## config.mk

```make
export PLATFORM = sky130hd
export DESIGN_NAME = down_timer
export DESIGN_NICKNAME = d
export VERILOG_FILES = /design/src/rtl/down_timer.sv
export SDC_FILE = /design/constraint.sdc
export NUM_CORES = 1
export LEC_CHECK = 0
export CAP_MARGIN = 15
export CORE_ASPECT_RATIO = 0.5
export CORE_MARGIN = 2
export CORE_UTILIZATION = 46
export DETAILED_ROUTE_END_ITERATION = 8
export PLACE_DENSITY = 0.75
export SLEW_MARGIN = 10
export SYNTH_ARGS = -nofsm -noshare
export SYNTH_HDL_FRONTEND = slang
export SYNTH_SLANG_ARGS = --single-unit
```

## constraint.sdc

```tcl
create_clock -name i_clk -period 2 [get_ports i_clk]
set_input_delay 0.3 -clock i_clk [delete_from_list [all_inputs] [get_ports i_clk]]
set_output_delay 0.3 -clock i_clk [all_outputs]
set_load 0.02 [all_outputs]
```

## src/rtl/down_timer.sv

```systemverilog
// -----------------------------------------------------------------------------
// down_timer
//
// Loadable down-counting timer. A start strobe loads a count N and the timer
// counts N, N-1, ..., 0, pulsing o_cnt_done on the cycle the count shows 0.
// In loop mode it reloads N on the following cycle (period N+1). Supports
// pause (level), stop (abort) and retrigger, and keeps a saturating tally of
// expiries since the last accepted start.
//
// Ports:
//   i_clk       clock, rising edge
//   i_rst       synchronous reset, active-high
//   i_load_val  count value N, sampled on an accepted start
//   i_start     start / retrigger strobe
//   i_loop      auto-reload mode, sampled with i_start
//   i_pause     level, freezes the count while high (RUN only)
//   i_stop      abort strobe, highest priority
//   o_busy      high in RUN or PAUSE
//   o_paused    high in PAUSE
//   o_cnt_done  one-cycle expiry pulse, coincident with o_cnt_val == 0
//   o_cnt_val   current count
//   o_exp_cnt   expiries since last accepted start, saturating
// -----------------------------------------------------------------------------
module down_timer #(
    parameter int CNT_WIDTH = 16,
    parameter int EXP_WIDTH = 8
) (
    input  logic                 i_clk,
    input  logic                 i_rst,
    input  logic [CNT_WIDTH-1:0] i_load_val,
    input  logic                 i_start,
    input  logic                 i_loop,
    input  logic                 i_pause,
    input  logic                 i_stop,
    output logic                 o_busy,
    output logic                 o_paused,
    output logic                 o_cnt_done,
    output logic [CNT_WIDTH-1:0] o_cnt_val,
    output logic [EXP_WIDTH-1:0] o_exp_cnt
);

    typedef enum logic [1:0] {
        ST_IDLE  = 2'd0,
        ST_RUN   = 2'd1,
        ST_PAUSE = 2'd2
    } state_t;

    state_t                 state_q,  state_d;
    logic [CNT_WIDTH-1:0]   cnt_q,    cnt_d;
    logic [CNT_WIDTH-1:0]   reload_q, reload_d;
    logic                   loop_q,   loop_d;
    logic                   done_q,   done_d;
    logic                   busy_q,   busy_d;
    logic                   paused_q, paused_d;
    logic [EXP_WIDTH-1:0]   exp_q,    exp_d;

    // Tally holds at all-ones instead of wrapping.
    function automatic logic [EXP_WIDTH-1:0] sat_inc(input logic [EXP_WIDTH-1:0] v);
        return (&v) ? v : v + 1'b1;
    endfunction

    always_comb begin
        state_d  = state_q;
        cnt_d    = cnt_q;
        reload_d = reload_q;
        loop_d   = loop_q;
        done_d   = 1'b0;
        exp_d    = exp_q;

        if (i_stop) begin
            // Abort: no expiry, tally retained.
            state_d = ST_IDLE;
            cnt_d   = '0;
        end else if (i_start) begin
            reload_d = i_load_val;
            loop_d   = i_loop;
            if (i_load_val == '0) begin
                // Zero load expires immediately without ever entering RUN.
                state_d = ST_IDLE;
                cnt_d   = '0;
                done_d  = 1'b1;
                exp_d   = EXP_WIDTH'(1);
            end else begin
                state_d = ST_RUN;
                cnt_d   = i_load_val;
                exp_d   = '0;
            end
        end else begin
            case (state_q)
                ST_RUN, ST_PAUSE: begin
                    if (i_pause) begin
                        state_d = ST_PAUSE;
                    end else begin
                        // Leaving PAUSE takes a normal RUN step in the same
                        // cycle, so the hold adds exactly the pause length.
                        state_d = ST_RUN;
                        if (cnt_q == '0) begin
                            if (loop_q) begin
                                cnt_d = reload_q;
                            end else begin
                                state_d = ST_IDLE;
                            end
                        end else begin
                            cnt_d = cnt_q - 1'b1;
                            // Done is registered alongside the count reaching 0.
                            if (cnt_q == CNT_WIDTH'(1)) begin
                                done_d = 1'b1;
                                exp_d  = sat_inc(exp_q);
                            end
                        end
                    end
                end
                default: begin
                    state_d = ST_IDLE;
                end
            endcase
        end

        busy_d   = (state_d != ST_IDLE);
        paused_d = (state_d == ST_PAUSE);
    end

    always_ff @(posedge i_clk) begin
        if (i_rst) begin
            state_q  <= ST_IDLE;
            cnt_q    <= '0;
            reload_q <= '0;
            loop_q   <= 1'b0;
            done_q   <= 1'b0;
            busy_q   <= 1'b0;
            paused_q <= 1'b0;
            exp_q    <= '0;
        end else begin
            state_q  <= state_d;
            cnt_q    <= cnt_d;
            reload_q <= reload_d;
            loop_q   <= loop_d;
            done_q   <= done_d;
            busy_q   <= busy_d;
            paused_q <= paused_d;
            exp_q    <= exp_d;
        end
    end

    assign o_busy     = busy_q;
    assign o_paused   = paused_q;
    assign o_cnt_done = done_q;
    assign o_cnt_val  = cnt_q;
    assign o_exp_cnt  = exp_q;

endmodule

```

; Yosys cells after proc, flatten, opt, wreduce, memory -nomap -nowiden
; Cells that the tools add are included.
[word_totals]
out_inout_bits = 27
inputBits = 22
reg_bits = 46
word_cells = 56
[op_classes]
bitwise = 1
eq_ne = 8
reduce_logical = 11
addsub = 2
muxes = 26
[ops]
columns = operator, count
row1 = $mux 16, 6
row2 = $mux 8, 6
row3 = $logic_not 16->1, 2
row4 = $eq 16x1->1 const B, 1
row5 = $sub 16x1->16 const B, 1
row6 = $mux 1, 10
row7 = $add 8x1->8 const B, 1
row8 = $mux 2, 4
row9 = $reduce_and 8->1, 1
row10 = $ne 2x2->1 const B, 3
row11 = $reduce_and 6->1, 1
row12 = $reduce_bool 2->1, 3
row13 = $eq 2x2->1 const B, 2
row14 = $reduce_or 2->1, 2
row15 = $ne 3x3->1 const B, 1
row16 = $reduce_and 3->1, 1
row17 = $eq 2x1->1 const B, 1
row18 = $reduce_and 2->1, 1
row19 = $not 1->1, 1

; Logic depth before layout (Yosys ltp)
[depth]
depth_word = 7
ltp_mapped = 7
ltp_nobuf = 7

; Least setup slack after synthesis
; Ideal clock, no wire load.
[synth_path]
path_type = register to register
from = reg cnt_q[3] (netlist: o_cnt_val[3])
to = reg cnt_q[5] (netlist: o_cnt_val[5])
slack_ps = -71
stages_incl_launch_ff = 7
setup_time_ps = 137
t_arrival_ps = 1934
synth_period_minus_slack_ps = 2071
required_time_ps = 1863
cell_sequence = dfxtp_1 -> nor4_4 -> nand4_2 -> o41a_1 -> clkbuf_1 -> o21ai_0 -> a31oi_1
[synth_via]
elab_chain_len = 5
word_cells_on_any_way = 8
classes_between = 1 x add/sub / 1 x eq/ne / 4 x mux / 2 x reduce/logical
[synth_lines]
columns = element, line
row1 = "start, declared", 49  ; logic [CNT_WIDTH-1:0] cnt_q, cnt_d;
row2 = "start signal, assigned", 135  ; cnt_q <= cnt_d;
row3 = $sub 16x1->16 or $logic_not 16->1 (tied branches), "104, 97"
row4 = $mux 16, 97  ; if (cnt_q == '0) begin
row5 = $mux 16, 91  ; if (i_pause) begin
row6 = $mux 16, 89  ; case (state_q)
row7 = $mux 16, 74  ; end else if (i_start) begin
; Parallel ways exist; a longest one is shown, timed or not. The select of a mux whose other input is x is not followed.
; A chain may end at the register's enable or synchronous reset.

; Worst setup path in the final report
[layout_path]
from = reg cnt_q[9] (netlist: o_cnt_val[9])
to = reg busy_q (netlist: o_busy)
[layout_via]
elab_chain_len = 7
[layout_lines]
columns = element, line
row1 = $logic_not 16->1, 97
row2 = $mux 1, 97
row3 = $mux 2, 91
row4 = $mux 2, 89
row5 = $mux 2, 74
row6 = $mux 2, 70  ; if (i_stop) begin
row7 = $reduce_bool 2->1, 119  ; busy_d = (state_d != ST_IDLE);
row8 = "end signal, assigned", 139  ; busy_q <= busy_d;
row9 = "end, declared", 53  ; logic busy_q, busy_d;
; No other way between the ends.

==> results.ini <==
[critical_path]
r2r_start=o_cnt_val[9]
critPathCapture=o_busy
worst_ep_required_time_ns=2.22
critPathLaunchType=flop
crit_type=reg -> reg
r2r_end=o_busy
r2r_setup_slack_ns=-0.003
cp-startpoint=o_cnt_val[9]
reg2regPathDepth=6
cp_max_fo=5
crit_path_end_kind=flop
arrival_ns=2.22

[clock_tree]
path_clk_slew_ns=0.10
cts_buffers=5
cts-root-buf=clkbuf_8
hold_buffers=0
cts.sinks=46
clk_latency_ns=0.32
cts_tree=yes
htreeDepth=2
clockBufferDepth=2

[die]
die_h_um=55.1
core-area_sq_mm=0.00498
std_cell_rows=18
start_util_pct=48.3
die_x_um=106
dieArea_sq_mm=0.00585
io_pins=49

[drt]
vias=2788
drc=0
drt_pass1_iterations=5
wl_um=8300
routedWlPerCell_um=17.3
routed_via_density=5.82
ant_nets=0
drtIter0Drc=279

[power]
leakagePower_nw=1.42
ir_drop_mv=0.660
powerDensity_mw_per_mm2=764

[timing]
fin_crit_ns=2.00
hold_viol=0
rsz0062_at_grt=yes
max_slew_margin_pct=69.7
fin_setup_tns_ns=-0.00384
clock_skew_ns=0.0140
fin_ws_ns=-0.00307
finalSetupViolCount=2
fin_crit_sh_pct=100
hold_slack_ns=0.462
drv_slew=0
fmax_mhz=499
worstMarginPinSlew_ns=0.451

[yosys]
yosysWarnings=0
synthMuxAreaShare_pct=0
synth_top_family_by_area=simple AND/OR/NAND/NOR gates
synthSimpleGateAreaFrac_pct=27.1
synth_top_area_cell=dfxtp_1
ys_seq_area_share_pct=38.3
synth_ff_type=dfxtp_1
synth_cell_type_count=47
synth_async_sr_flop_share_pct=0
synth_xor_area_share_pct=5.10
netlist.area_leader.share_pct=38.3
syn_inst=303
synth-edff-count=0
ys_ff_latch=46
synth_area_sq_mm=0.00240
syn_area_per_cell_sq_um=7.93
synth_most_common_cell=nand2_1
synth_compound_area_share_pct=23.1
yosys-top-cells-count=nand2_1 (57), dfxtp_1 (46), o21ai_0 (27)
synth_nets=329
ys_top_cells_by_area=dfxtp_1 (38%), nand2_1 (8.9%), o21ai_0 (5.6%), a21oi_1 (5.0%), a31oi_1 (4.2%)
synth_adder_area_share_pct=2.08

[outcome]
status=complete, but fails checks
violations=negative setup slack

[placement]
place_ws_ns=-0.146
port_buffers=48
hpwl_um=5310
gp_congestion=0.928

[cells_and_area]
drive_above_1_share_pct=26.9
fillers=347
final_net_count=434
multiInputGateArea_sq_mm=0.00154
n_antenna_cell=0
area_growth_pct=55.4
utilization_pct=75.0
seqCellArea_sq_um=931

[global_routing]
grt.busiest_layer=met2
use_met2_pct=50.6
grt_use_met3_pct=6.56
antenna_found_initial=0
grt_first_pass_wirelength_um=12700
grt_max_degree=20
met1_usage_pct=35.6
track_usage_pct=28.5
grt_pass1_vias=2600
overflow=0

[hold_path]
min_path_type=reg -> reg

[run]
max_cap_violations=0

[flip-flops by register name (all words and copies together) (netlist names)]
name and cells:
o_exp_cnt 8, o_paused 1, reload_q 16, o_busy 1
state_q 2, o_cnt_val 16, loop_q 1, o_cnt_done 1
[metrics by stage]
step	total power, mW	area [sq um]	std cells
6_report	2.85	3730	479
2_1_floorplan	1.49	2420	303
5_1_grt	2.97	3730	479
4_1_cts	2.79	3620	476
3_5_place_dp	1.87	3370	462
3_3_place_gp	1.85	3370	462
[cell usage in the layout, fill, tap and decap left out, types with 2 or more instances in the layout]
master / synthesis / final
clkdlybuf4s50_1: 0 / 48
ha_1: 4 / 4
buf_6: 2 / 3
or3_2: 3 / 2
clkbuf_8: 0 / 5
nand2b_1: 2 / 2
o21ai_2: 0 / 5
o21ai_0: 27 / 10
nand4_1: 8 / 8
dfxtp_1: 46 / 40
o21ai_4: 0 / 3
bufinv_16: 0 / 2
o211ai_1: 4 / 4
a21oi_1: 24 / 21
nor2_1: 8 / 8
dfxtp_2: 0 / 5
buf_4: 0 / 60
inv_1: 5 / 5
nor4_1: 6 / 5
nand3_1: 6 / 6
a31oi_1: 16 / 13
a31oi_4: 0 / 2
nor4_4: 1 / 2
nor3_1: 17 / 17
a21oi_2: 0 / 3
a211o_1: 11 / 11
buf_12: 0 / 2
and2_1: 2 / 2
o21ai_1: 0 / 9
xor2_1: 8 / 8
xnor2_1: 6 / 6
nand2_1: 57 / 56
or3_1: 3 / 3
[critical path, stage by stage, from the launching register on]
cell,delay (ns)
dfxtp_2,0.35
nor4_4,0.33
buf_4,0.18
nand4_4,0.09
o41a_1,0.52
and3_1,0.24
or2_1,0.20
[worst min-delay path by stage]
stage | from | end | slack, ns | cells past startpoint
2_1_floorplan | i_loop | loop_q | 0.44 | 2
3_3_place_gp | reload_q[9] | reload_q[9] | 0.44 | 2
3_5_place_dp | reload_q[13] | reload_q[13] | 0.45 | 2
4_1_cts | reload_q[13] | reload_q[13] | 0.46 | 2
5_1_grt | reload_q[13] | reload_q[13] | 0.47 | 2
6_report | reload_q[13] | reload_q[13] | 0.46 | 2
[area by class of cell]
| cell class | count | area share, % |
|---|---|---|
| clock buffer | 5 | 1.84 |
| timing repair buffer | 114 | 27.1 |
| multi-input combinational | 235 | 41.4 |
| clock inverter | 3 | 1.84 |
| sequential | 46 | 24.9 |
| tap | 70 | 2.35 |
| inverter | 6 | 0.603 |
[metal layers]
metal	wire length, um	vias up
met1	3460	1306
met4	89	0
li1	-	1313
met2	3970	157
met3	774	12
met5	0	-
[power breakdown]
| group | switching, mW | total (mW) | leakage, nW | internal (mW) |
|---|---|---|---|---|
| Combinational | 0.535 | 1.01 | 0.974 | 0.480 |
| Clock | 0.341 | 0.842 | 0.0683 | 0.501 |
| Sequential | 0.0342 | 0.995 | 0.378 | 0.960 |
| Total | 0.910 | 2.85 | 1.42 | 1.94 |
[cells by family after synthesis]
kind of cell               Yosys count
AOI/OAI and AO/OA                   89
adders and majority gates            4
xor gates and xnor gates            14
DFF                                 46
and+or+nand+nor                    127
buffers and inverters               23
[repair_timing]
item                                    4_1_cts  5_1_grt
gates resized for setup                      12       37
endpoints found under the setup margin        8       23
buffers inserted                              4        3
pin swaps                                     5       11
gates cloned                                  2        1
Power figures use the tool's default switching activity.
